**src/rtl/reset_release_sequencer.sv**
```systemverilog
// reset_release_sequencer: releases three active-low resets in order, gating each on the previous stage's ack,
// and replays the sequence (reverse shutdown first when running) on a soft-reset request.
module reset_release_sequencer #(
    parameter int MIN_HOLD = 1024,
    parameter int TIMEOUT  = 2097152
) (
    input  logic       iCLK,
    input  logic       iRST,
    input  logic       iREQ_RST,
    input  logic       iACK_0,
    input  logic       iACK_1,
    input  logic       iACK_2,
    output logic       oRST_0,
    output logic       oRST_1,
    output logic       oRST_2,
    output logic       oREADY,
    output logic [1:0] oSTAGE,
    output logic [2:0] oERR
);
    localparam logic [31:0] HOLD_LAST = 32'(MIN_HOLD - 1);
    localparam logic [31:0] WAIT_LAST = 32'(TIMEOUT - 1);

    typedef enum logic [3:0] {HOLD0, WAIT0, HOLD1, WAIT1, HOLD2, WAIT2, RUN, SHUT2, SHUT1, SHUT0} state_t;

    state_t      state, nState, holdNext, waitNext;
    logic [31:0] cnt, nCnt;
    logic [2:0]  rstOut, nRst, err, nErr, ack;
    logic [1:0]  stage, nStage, idx;
    logic        ready, nReady, restart;

    assign ack = {iACK_2, iACK_1, iACK_0};
    assign idx = (state == HOLD2 || state == WAIT2) ? 2'd2 : (state == HOLD1 || state == WAIT1) ? 2'd1 : 2'd0;
    assign holdNext = (idx == 2'd2) ? WAIT2 : (idx == 2'd1) ? WAIT1 : WAIT0;
    assign waitNext = (idx == 2'd2) ? RUN : (idx == 2'd1) ? HOLD2 : HOLD1;

    always_comb begin
        nState  = state;
        nRst    = rstOut;
        nReady  = ready;
        nStage  = stage;
        nErr    = err;
        restart = 1'b0;
        case (state)
            HOLD0, HOLD1, HOLD2, WAIT0, WAIT1, WAIT2: begin
                if (iREQ_RST) begin
                    // a request mid bring-up drops every stage and restarts the hold
                    restart = 1'b1;
                    nState  = HOLD0;
                    nRst    = 3'b000;
                    nStage  = 2'd0;
                end else if ((state == HOLD0 || state == HOLD1 || state == HOLD2) && cnt == HOLD_LAST) begin
                    nRst[idx] = 1'b1;
                    nStage    = idx + 2'd1;
                    nState    = holdNext;
                end else if ((state == WAIT0 || state == WAIT1 || state == WAIT2) && (ack[idx] || cnt == WAIT_LAST)) begin
                    nErr[idx] = err[idx] | ~ack[idx];
                    nReady    = (waitNext == RUN);
                    nState    = waitNext;
                end
            end
            RUN: if (iREQ_RST) begin
                nState = SHUT2;
                nReady = 1'b0;
                nRst   = 3'b011;
                nStage = 2'd2;
            end
            SHUT2: begin
                nState = SHUT1;
                nRst   = 3'b001;
                nStage = 2'd1;
            end
            SHUT1: begin
                nState = SHUT0;
                nRst   = 3'b000;
                nStage = 2'd0;
            end
            default: nState = HOLD0;
        endcase
        nCnt = (nState != state || restart) ? 32'd0 : cnt + 32'd1;
    end

    always_ff @(posedge iCLK or negedge iRST) begin
        if (!iRST) begin
            state  <= HOLD0;
            cnt    <= 32'd0;
            rstOut <= 3'b000;
            ready  <= 1'b0;
            stage  <= 2'd0;
            err    <= 3'b000;
        end else begin
            state  <= nState;
            cnt    <= nCnt;
            rstOut <= nRst;
            ready  <= nReady;
            stage  <= nStage;
            err    <= nErr;
        end
    end

    assign oRST_0 = rstOut[0];
    assign oRST_1 = rstOut[1];
    assign oRST_2 = rstOut[2];
    assign oREADY = ready;
    assign oSTAGE = stage;
    assign oERR   = err;
endmodule

```
**config.mk**
```make
export PLATFORM = sky130hd
export DESIGN_NAME = reset_release_sequencer
export DESIGN_NICKNAME = d
export VERILOG_FILES = /design/src/rtl/reset_release_sequencer.sv
export SDC_FILE = /design/constraint.sdc
export NUM_CORES = 1
export LEC_CHECK = 0
export BUFFER_PORTS_ARGS = -buffer_cell sky130_fd_sc_hd__buf_2
export CORE_MARGIN = 4
export CORE_UTILIZATION = 30
export CTS_BUF_LIST = sky130_fd_sc_hd__clkbuf_8
export DETAILED_ROUTE_END_ITERATION = 8
export SLEW_MARGIN = 20
export SYNTH_ARGS = -nofsm -noshare
export SYNTH_HDL_FRONTEND = slang
export SYNTH_SLANG_ARGS = --single-unit
```
**constraint.sdc**
```tcl
create_clock -name iCLK -period 4.8 [get_ports iCLK]
set_input_delay 0.24 -clock iCLK [delete_from_list [all_inputs] [get_ports iCLK]]
set_output_delay 0.24 -clock iCLK [all_outputs]
set_load 0.02 [all_outputs]
```
==> flow_metrics.env <==
export IMPL_use_met2=0.171
export IMPL_power_leakage_nw=1.09
export IMPL_antenna_found_initial=0
export IMPL_cp_required_ns=4.99
export IMPL_cts_buffer_depth=2
export IMPL_crit_arrival_ns=2.59
export IMPL_yosys_warnings=0
export IMPL_critPathMaxFanout=32
export IMPL_synth_top_flop_cell="dfrtp_1"
export IMPL_finalNetCount=295
export IMPL_ys_types=50
export IMPL_yosys_area_top_type="dfrtp_1"
export IMPL_avgRoutedWirePerCell_um=14.1
export IMPL_min_period_ns=2.40
export IMPL_grt_pass1_wl_mm=9.89
export IMPL_cts_tree="yes"
export IMPL_grt_max_degree=46
export IMPL_worstHoldStart="iACK_2"
export IMPL_place_congestion=0.823
export IMPL_io_pins=15
export IMPL_hold_viol=0
export IMPL_cp_cell_sequence="inv_1, o221ai_2, a211oi_4, buf_4, a211oi_1"
export IMPL_synth_top_family_by_area="simple AND/OR/NAND/NOR gates"
export IMPL_cp_num_buf_inv=2
export IMPL_critPathLaunch="state[3]"
export IMPL_synthAdderAreaFrac=0.00481
export IMPL_die_area_um2=10200
export IMPL_synthCells=281
export IMPL_power_density_nw_per_um2=241
export IMPL_antenna_cells=0
export IMPL_antenna_left=0
export IMPL_worstReg2RegEnd="cnt[29]"
export IMPL_synth_edf_count=0
export IMPL_relSlewSlack=0.548
export IMPL_cts_sinks=45
export IMPL_clock_fmax_mhz=417
export IMPL_status="complete, no violations"
export IMPL_slowest_stage="dfrtp_1"
export IMPL_gr_total_overflow=0
export IMPL_synth_simple_area_share=0.281
export IMPL_core_um2=8340
export IMPL_final_seq_area_um2=1130
export IMPL_synthMuxAreaShare=0.00818
export IMPL_synth_compound_area_frac=0.128
export IMPL_syn_area_per_cell_um2=9.25
export IMPL_drv_slew=0
export IMPL_multi_input_area_um2=1340
export IMPL_cp_depth=5
export IMPL_synth_xor_area_frac=0.0943
export IMPL_drt_iter0_markers=141
export IMPL_vias_per_cell=5.41
export IMPL_irDropWorstVdd_v=0.000107
export IMPL_syn_area_um2=2600
export IMPL_r2r_cells=5
export IMPL_num_vias=2131
export IMPL_drv_cap=0
export IMPL_async_flop_share=1.00
export IMPL_initial_core_util=0.312
export IMPL_synth_nets=288
export IMPL_h_tree_depth=2
export IMPL_critPathCapture="cnt[29]"
export IMPL_rsz0062_at_grt="false"
export IMPL_clock_root_buffer="clkbuf_8"
export IMPL_drc=0
export IMPL_die_w_um=101
export IMPL_firstDrtPassIters=5
export IMPL_tightestPinTransition_ns=0.678
export IMPL_r2r_setup_slack_ns=2.40
export IMPL_setup_violations=0
export IMPL_path_class="flop to flop"
export IMPL_drive_above_1_share=0.100
export IMPL_yosys_top_cells_area="dfrtp_1 43%, nor3_1 7.3%, xnor2_1 6.1%, nand3_1 3.5%, xor2_1 3.4%"
export IMPL_path_clk_slew_ns=0.08
export IMPL_crit_path_end_kind="flop"
export IMPL_clk_latency_ns=0.29
export IMPL_gr_max_usage_layer="met1"
export IMPL_synth_top_cell_area_share=0.433
export IMPL_synth_seq_cells=45
export IMPL_finClkSkew_ns=0.00551
export IMPL_hpwl_mm=3.74
export IMPL_fin_total_pwr_mw=0.679
export IMPL_cpPeakStageDelay_ns=0.77
export IMPL_wirelength_mm=5.57
export IMPL_setup_tns_ns=0
export IMPL_ys_seq_area_frac=0.433
export IMPL_grt_total_usage=0.118
export IMPL_io_buffer_count=14
export IMPL_timing_final_crit_share=0.500
export IMPL_nFillCells=889
export IMPL_met3_usage=0.0263
export IMPL_cts_buffers=5
export IMPL_reg2reg_from="state[3]"
export IMPL_hold_path_class="input port to flop"
export IMPL_row_count=33
export IMPL_grt_pass1_vias=2021
export IMPL_start_kind="flop"
export IMPL_die_h_um=101
export IMPL_cp_top_family="compound AO/OA/AOI/OAI gates"
export IMPL_syn2layout_area_growth_pct=8.13
export IMPL_grt_use_met1=0.174
per-layer routing:
metal	up-vias	routed length, um
li1	1044	-
met1	1031	2730
met2	47	2490
met3	9	272
met4	0	84
met5	-	0
synth_stat cells (all sizes together), types with 2 or more instances:
cell     n
dfrtp   45
nor3    38
nand2   19
nand3   18
xnor2   18
a21oi   13
buf     13
nor2    13
xor2    10
inv      9
and4     8
nand4    8
nor4     8
and3     6
o21ai    6
a211oi   4
clkbuf   4
o31ai    4
a211o    3
a31oi    3
and2     3
nand2b   3
a22oi    2
o211ai   2
o22ai    2
state kept, by name (all words and copies together), names as in the netlist:
signal and flops:
cnt 32, state 4, oREADY 1, oSTAGE 2, oERR 3, rstOut 3
worst min path at each step:
stage	slack (ns)	end	cells after the start
final	0.34	oERR[2]	3
after global routing	0.35	oERR[2]	3
after CTS	0.15	state[3]	1
after detailed placement	0.47	oSTAGE[0]	1
after global placement	0.47	rstOut[0]	1
after floorplan	-0.06	cnt[0]	0
area by class of cell:
cell class / count / area share
multi-input cells: 210 / 0.478
clock buffers: 5 / 0.0245
flip-flops and latches: 45 / 0.401
well taps: 105 / 0.0467
clock inverters: 3 / 0.00401
repair buffers: 17 / 0.0347
inverters: 9 / 0.0120
stage by stage:
step	worst slack [ns]	util	instance area (um^2)	instances	hold slack, ns
detailed placement	2.44	0.326	2720	385	0.467
finish	2.40	0.337	2810	394	0.338
floorplan	2.85	-	2600	281	-0.0556
CTS	2.42	0.336	2800	393	0.155
global placement	2.50	0.326	2720	385	0.469
global route	2.28	0.337	2810	394	0.349
worst register-to-register path, cell delays in order (launching register included):
cell and delay [ns]:
dfrtp_1 0.77, inv_1 0.28, o221ai_2 0.57, a211oi_4 0.11, buf_4 0.27, a211oi_1 0.29
cells by family after synthesis:
group / count (synthesis)
fa+ha+maj: 1
mux: 2
simple gates: 132
flops: 45
compound gates: 47
xor+xnor: 28
buf+inv: 26
power by group:
group / switching [mW] / leakage (nW) / internal (mW)
clock network: 0.122 / 0.0519 / 0.0973
logic: 0.0403 / 0.415 / 0.0218
registers: 0.00954 / 0.620 / 0.388
total: 0.172 / 1.09 / 0.507
layout by cell type, fill, tap and decap left out, types with 2 or more instances in the layout:
cell	synthesis	routed
a22oi_1	2	2
nand4_1	7	7
o21ai_0	6	6
inv_1	9	12
nand2_1	19	19
nand2b_1	3	3
xnor2_1	18	18
o31ai_1	4	4
nor2_1	13	13
nor3_1	38	38
o22ai_1	2	2
a31oi_1	3	3
o211ai_1	2	2
dfrtp_1	45	45
buf_2	6	13
xor2_1	10	10
clkbuf_8	0	5
and2_1	3	3
a211o_1	3	3
a21oi_1	13	13
and4_1	7	7
nand3_1	18	18
a211oi_1	3	3
and3_1	6	6
buf_4	1	3
nor4_1	8	8
what timing repair did:
action,CTS,global route
buffers inserted,0,0
hold buffers,0,1
endpoints found under the hold margin,0,36
gates resized for setup,0,0
Power figures use the tool's default switching activity.
